**src/rtl/sprite_line_cull.sv**
```systemverilog
// Per-scanline sprite culler: walks every stmeta entry once per start and builds
// an index-ordered list of sprites covering line_y, with X clamped to the screen.
module sprite_line_cull #(
  parameter int SPRITE_COUNT = 128,
  parameter int MAX_PER_LINE = 16,
  parameter int WIDTH        = 320,
  parameter int HEIGHT       = 240,
  localparam int IDX_W = $clog2(SPRITE_COUNT),
  localparam int LST_W = $clog2(MAX_PER_LINE),
  localparam int ENT_W = IDX_W + 8 + 16 + 9 + 9
) (
  input  logic             clk,
  input  logic             rst,
  input  logic             start,
  input  logic [7:0]       line_y,
  output logic             busy,
  output logic             done,
  output logic [IDX_W-1:0] stmeta_raddr,
  input  logic [119:0]     stmeta_read_data,
  output logic [LST_W:0]   list_count,
  output logic             overflow,
  input  logic [LST_W-1:0] list_raddr,
  output logic [ENT_W-1:0] list_rdata
);

  localparam logic [IDX_W-1:0]   IDX_LAST = IDX_W'(SPRITE_COUNT - 1);
  localparam logic [LST_W:0]     CNT_MAX  = (LST_W + 1)'(MAX_PER_LINE);
  localparam logic signed [15:0] X_MAX    = 16'(WIDTH - 1);

  typedef enum logic [1:0] {IDLE, PRIME, SCAN, FINISH} state_t;

  state_t           state, state_nx;
  logic [IDX_W-1:0] scan_idx;
  logic [7:0]       line_q;
  logic [ENT_W-1:0] list_mem [MAX_PER_LINE];

  logic [7:0]        f_tex;
  logic signed [15:0] f_ty, f_h, f_sy, f_ey, f_sx, f_ex, row_s;
  logic [15:0]       unused_screen_x;
  logic              row_ok, visible, room;
  logic [8:0]        xstart, xend;

  assign f_tex           = stmeta_read_data[119:112];
  assign f_ty            = stmeta_read_data[111:96];
  assign unused_screen_x = stmeta_read_data[95:80];
  assign f_h             = stmeta_read_data[79:64];
  assign f_sy            = stmeta_read_data[63:48];
  assign f_ey            = stmeta_read_data[47:32];
  assign f_sx            = stmeta_read_data[31:16];
  assign f_ex            = stmeta_read_data[15:0];
  assign row_s           = {8'd0, line_q};

  // An out-of-range row simply yields an empty list rather than garbage.
  assign row_ok  = {8'd0, line_q} < 16'(HEIGHT);
  assign visible = row_ok && (f_ty > 16'sd0) && (f_h != 16'sd0) &&
                   (f_sy <= row_s) && (row_s <= f_ey) &&
                   (f_ex >= 16'sd0) && (f_sx <= X_MAX);
  assign room    = (list_count != CNT_MAX);

  // Visibility guarantees both bounds already fit in 9 bits after clamping.
  assign xstart = (f_sx < 16'sd0) ? 9'd0 : f_sx[8:0];
  assign xend   = (f_ex > X_MAX) ? X_MAX[8:0] : f_ex[8:0];

  always_ff @(posedge clk or negedge rst) begin
    if (!rst) state <= IDLE;
    else      state <= state_nx;
  end

  always_comb begin
    state_nx = state;
    busy     = 1'b0;
    done     = 1'b0;
    unique case (state)
      IDLE:   if (start) state_nx = PRIME;
      PRIME:  begin busy = 1'b1; state_nx = SCAN; end
      SCAN:   begin busy = 1'b1; if (scan_idx == IDX_LAST) state_nx = FINISH; end
      FINISH: begin done = 1'b1; state_nx = IDLE; end
      default: state_nx = IDLE;
    endcase
  end

  // stmeta_raddr runs one ahead of scan_idx to cover the RAM read latency.
  always_ff @(posedge clk or negedge rst) begin
    if (!rst) begin
      stmeta_raddr <= '0;
      scan_idx     <= '0;
      line_q       <= '0;
      list_count   <= '0;
      overflow     <= 1'b0;
    end else begin
      unique case (state)
        IDLE: begin
          stmeta_raddr <= '0;
          scan_idx     <= '0;
          if (start) begin
            line_q     <= line_y;
            list_count <= '0;
            overflow   <= 1'b0;
          end
        end
        PRIME: stmeta_raddr <= IDX_W'(1);
        SCAN: begin
          scan_idx <= scan_idx + 1'b1;
          if (stmeta_raddr != IDX_LAST) stmeta_raddr <= stmeta_raddr + 1'b1;
          if (visible) begin
            if (room) list_count <= list_count + 1'b1;
            else      overflow   <= 1'b1;
          end
        end
        FINISH: stmeta_raddr <= '0;
        default: ;
      endcase
    end
  end

  always_ff @(posedge clk) begin
    if (state == SCAN && visible && room)
      list_mem[list_count[LST_W-1:0]] <= {scan_idx, f_tex, f_ty, xstart, xend};
  end

  assign list_rdata = list_mem[list_raddr];

endmodule

```
**config.mk**
```make
export PLATFORM = sky130hd
export DESIGN_NAME = sprite_line_cull
export DESIGN_NICKNAME = d
export VERILOG_FILES = /design/src/rtl/sprite_line_cull.sv
export SDC_FILE = /design/constraint.sdc
export NUM_CORES = 1
export LEC_CHECK = 0
export BUFFER_PORTS_ARGS = -buffer_cell sky130_fd_sc_hd__buf_4
export CAP_MARGIN = 10
export CORE_AREA = 2 2 255 257
export DETAILED_ROUTE_END_ITERATION = 8
export DIE_AREA = 0 0 257 259
export GPL_ROUTABILITY_DRIVEN = 0
export PLACE_DENSITY = 0.65
export SYNTH_ARGS = -nofsm -noshare
export SYNTH_HDL_FRONTEND = slang
export SYNTH_SLANG_ARGS = --single-unit
```
**constraint.sdc**
```tcl
create_clock -name clk -period 11.66 [get_ports clk]
set_clock_uncertainty 0.2 [all_clocks]
set_input_delay 2.332 -clock clk [delete_from_list [all_inputs] [get_ports clk]]
set_output_delay 2.332 -clock clk [all_outputs]
set_load 0.005 [all_outputs]
```
==> summary.txt <==
r2r endpoint -> list_mem[2][29]
Synth area leader -> edfxtp_1
maximum number of pins on one net before global-route repair -> 83
antenna violations before repair -> 5
worst path bufs/invs -> 3
Critical R2R Launch -> line_q[1]
Syn Nets -> 1514
ANT nets after route -> 0
most frequent cell after synthesis -> edfxtp_1
Crit. path cell count -> 5
CP max stage delay -> 780 ps
Worst-Skew Late Latency -> 610 ps
number of diodes -> 0
chip width -> 257 um
post-CTS setup buffer count -> 0
Int Pwr -> 0.00489 W
area of the mapped netlist -> 31600 um^2
CP endpoint -> list_rdata[48]
fin crit share -> 0.661
Comb power frac -> 0.051
Resized Gates After CTS -> 0
crit end category -> output pin
via count -> 14700
Tot GR Track Use -> 0.206
Slew Limit Fails -> 0
Worst EP required -> 9130 ps
top cell type's share of synthesized area -> 0.744
Setup crit start -> list_raddr[0]
maximum vdd drop -> 0.119 mV
measured slew at the worst slew-check pin -> 1140 ps
Die Y-Extent -> 259 um
first-pass GRT wire length -> 99600 um
FFs w/ async S/R, synth -> 0.0369
Final Core Density -> 0.574
Post-synth EDFFs -> 784
synth cell count leaders -> edfxtp_1, mux4_2, clkbuf_1
detailed-placement wirelength estimate -> 31600 um
Area Growth Syn to Fin -> 15.8%
CP startpoint kind -> input pin
maximum achievable frequency -> 130 MHz
core area -> 63900 um^2
vias per inst -> 5.93
worst hold path type -> reg -> reg
vias in the first global route -> 15700
Mapped Cells -> 1353
Net Sw Frac -> 0.203
largest fanout on the critical path -> 77
leak pwr -> 11.9 nW
Initial Utilization -> 0.495
critical path's slowest cell -> buf_4
RSZ-0062 raised after global routing -> no
status -> complete, no violations
CTS Sinks -> 814
# setup viols final -> 0
Worst-path clk slew -> 50 ps
sequential-to-total area share from yosys stat -> 0.768
drt first pass iters -> 5
Synth Warn # -> 0
Die Area -> 66600 um^2
Top Ports -> 199
maxcap violations -> 0
Main synth FF type -> edfxtp_1
clock share of power -> 0.423
Port Buffers -> 182
Iteration-0 DRC Markers -> 1489
CTS tree -> built
NetSw -> 0.00124 W
wire per inst -> 27.0 um
post-route setup TNS -> 0 ps
CTS buffer count -> 82
DRC violations left -> 0
Worst EP arrival -> 5170 ps
Mean Syn Cell Area -> 23.4 um^2
fraction of layout cells with a size suffix above 1 -> 0.362
row cnt -> 93
Slew headroom -> 0.242
Top Family by Delay on Critical Path -> buffers and inverters
CTS root buf -> clkbuf_16
GR Overflow Total -> 0
CP Cell Sequence -> buf_8 -> buf_4 -> mux4_2 -> mux4_2 -> buf_4
Setup CP Type -> in -> out
nets@finish -> 1733
hold_buf cts -> 0
synth top area cells -> edfxtp_1, mux4_2, dfrtp_1
H-tree depth -> 3
R2R Setup Slk -> 7550 ps
pwr/cell area -> 167 nW/um^2
CTS max path bufs -> 3
FF-to-FF path depth -> 9
final-report hold violation count -> 0
flops & latches, synth -> 814
synth unique cells -> 45
Sequential Power Share -> 0.527
Final min period -> 7710 ps
WL final -> 67200 um
-- cells in the final DEF, fill, tap and decap left out, types with 3 or more instances in the layout --
master        n
edfxtp_1    784
mux4_2      245
buf_4       191
clkbuf_16    85
dfrtp_1      30
ha_1         26
inv_1        23
nand2_1      20
nor2b_1      17
and3_4       16
o21ai_0      15
clkbuf_1     15
clkinv_1     14
a21oi_1      12
nor2_1       11
nand3_1      11
clkinv_2     11
nor4_1       10
or2_2         8
mux2_2        8
bufinv_16     8
nand4_1       7
nand2b_1      7
a31oi_1       4
o211ai_1      4
nor3_1        4
and3_1        4
inv_6         4
and2_1        3
mux2i_1       3
clkinvlp_4    3
clkbuf_8      3
-- metrics by stage --
step / hold slack, ps / setup slack (ps) / cell area [um^2] / std cells / power, W
after floorplan: 294 / 5030 / 31600 / 1353 / 0.00345
after global placement: 308 / 3850 / 34000 / 2343 / 0.00360
after detailed placement: 332 / 3840 / 34000 / 2343 / 0.00360
after CTS: 338 / 3850 / 36700 / 2486 / 0.00618
after global routing: 370 / 3680 / 36700 / 2486 / 0.00631
final: 330 / 3950 / 36700 / 2486 / 0.00613
-- per-layer routing --
metal  up-vias  share of wire  track usage
li1       6212              -            -
met1      7919           0.43        0.295
met4         8          0.016       0.0504
met2       516           0.49        0.336
met3        89          0.063       0.0347
met5         -        0.00079            0
-- power by group through the flow --
stage          Sequential, W  Combinational (W)  Clock, W
4_1_cts              0.00323           0.000317   0.00263
6_report             0.00323           0.000311   0.00259
3_5_place_dp         0.00329           0.000317         0
3_3_place_gp         0.00329           0.000309         0
5_1_grt              0.00323           0.000338   0.00274
2_1_floorplan        0.00329           0.000169         0
-- worst min path at each step --
| stage | start | to | depth (start not counted) |
|---|---|---|---|
| global route | line_q[3] | line_q[3] | 1 |
| finish | stmeta_raddr[5] | stmeta_raddr[5] | 1 |
| CTS | stmeta_raddr[5] | stmeta_raddr[5] | 1 |
| floorplan | stmeta_raddr[5] | stmeta_raddr[5] | 1 |
| detailed placement | stmeta_raddr[3] | stmeta_raddr[3] | 1 |
| global placement | stmeta_raddr[5] | stmeta_raddr[5] | 1 |
-- state kept, by name, summed over array words and instances (netlist names) --
register and cells:
list_mem 784, line_q 8, scan_idx 7, stmeta_raddr 7
list_count 5, state 2, overflow 1
-- cells by family after synthesis --
kind of cell | count (synthesis) | share of synthesized area
flip-flops | 814 | 0.768
multiplexers | 256 | 0.178
XOR/XNOR | 3 | 0.000830
buffers and inverters | 82 | 0.0104
adder cells (fa/ha/maj) | 27 | 0.0106
AO/OA/AOI/OAI | 46 | 0.00917
AND/OR/NAND/NOR | 125 | 0.0232
-- area by class of cell --
class                           instances  area (um^2)
Fill cell                            4642        27200
Sequential cell                       814        24300
Clock inverter                         41          414
Clock buffer                          102         2210
Multi-Input combinational cell        457         7100
Tap cell                              855         1070
Inverter                               23         86.3
Timing Repair Buffer                  194         1480
(Power assumes the default switching activity.)
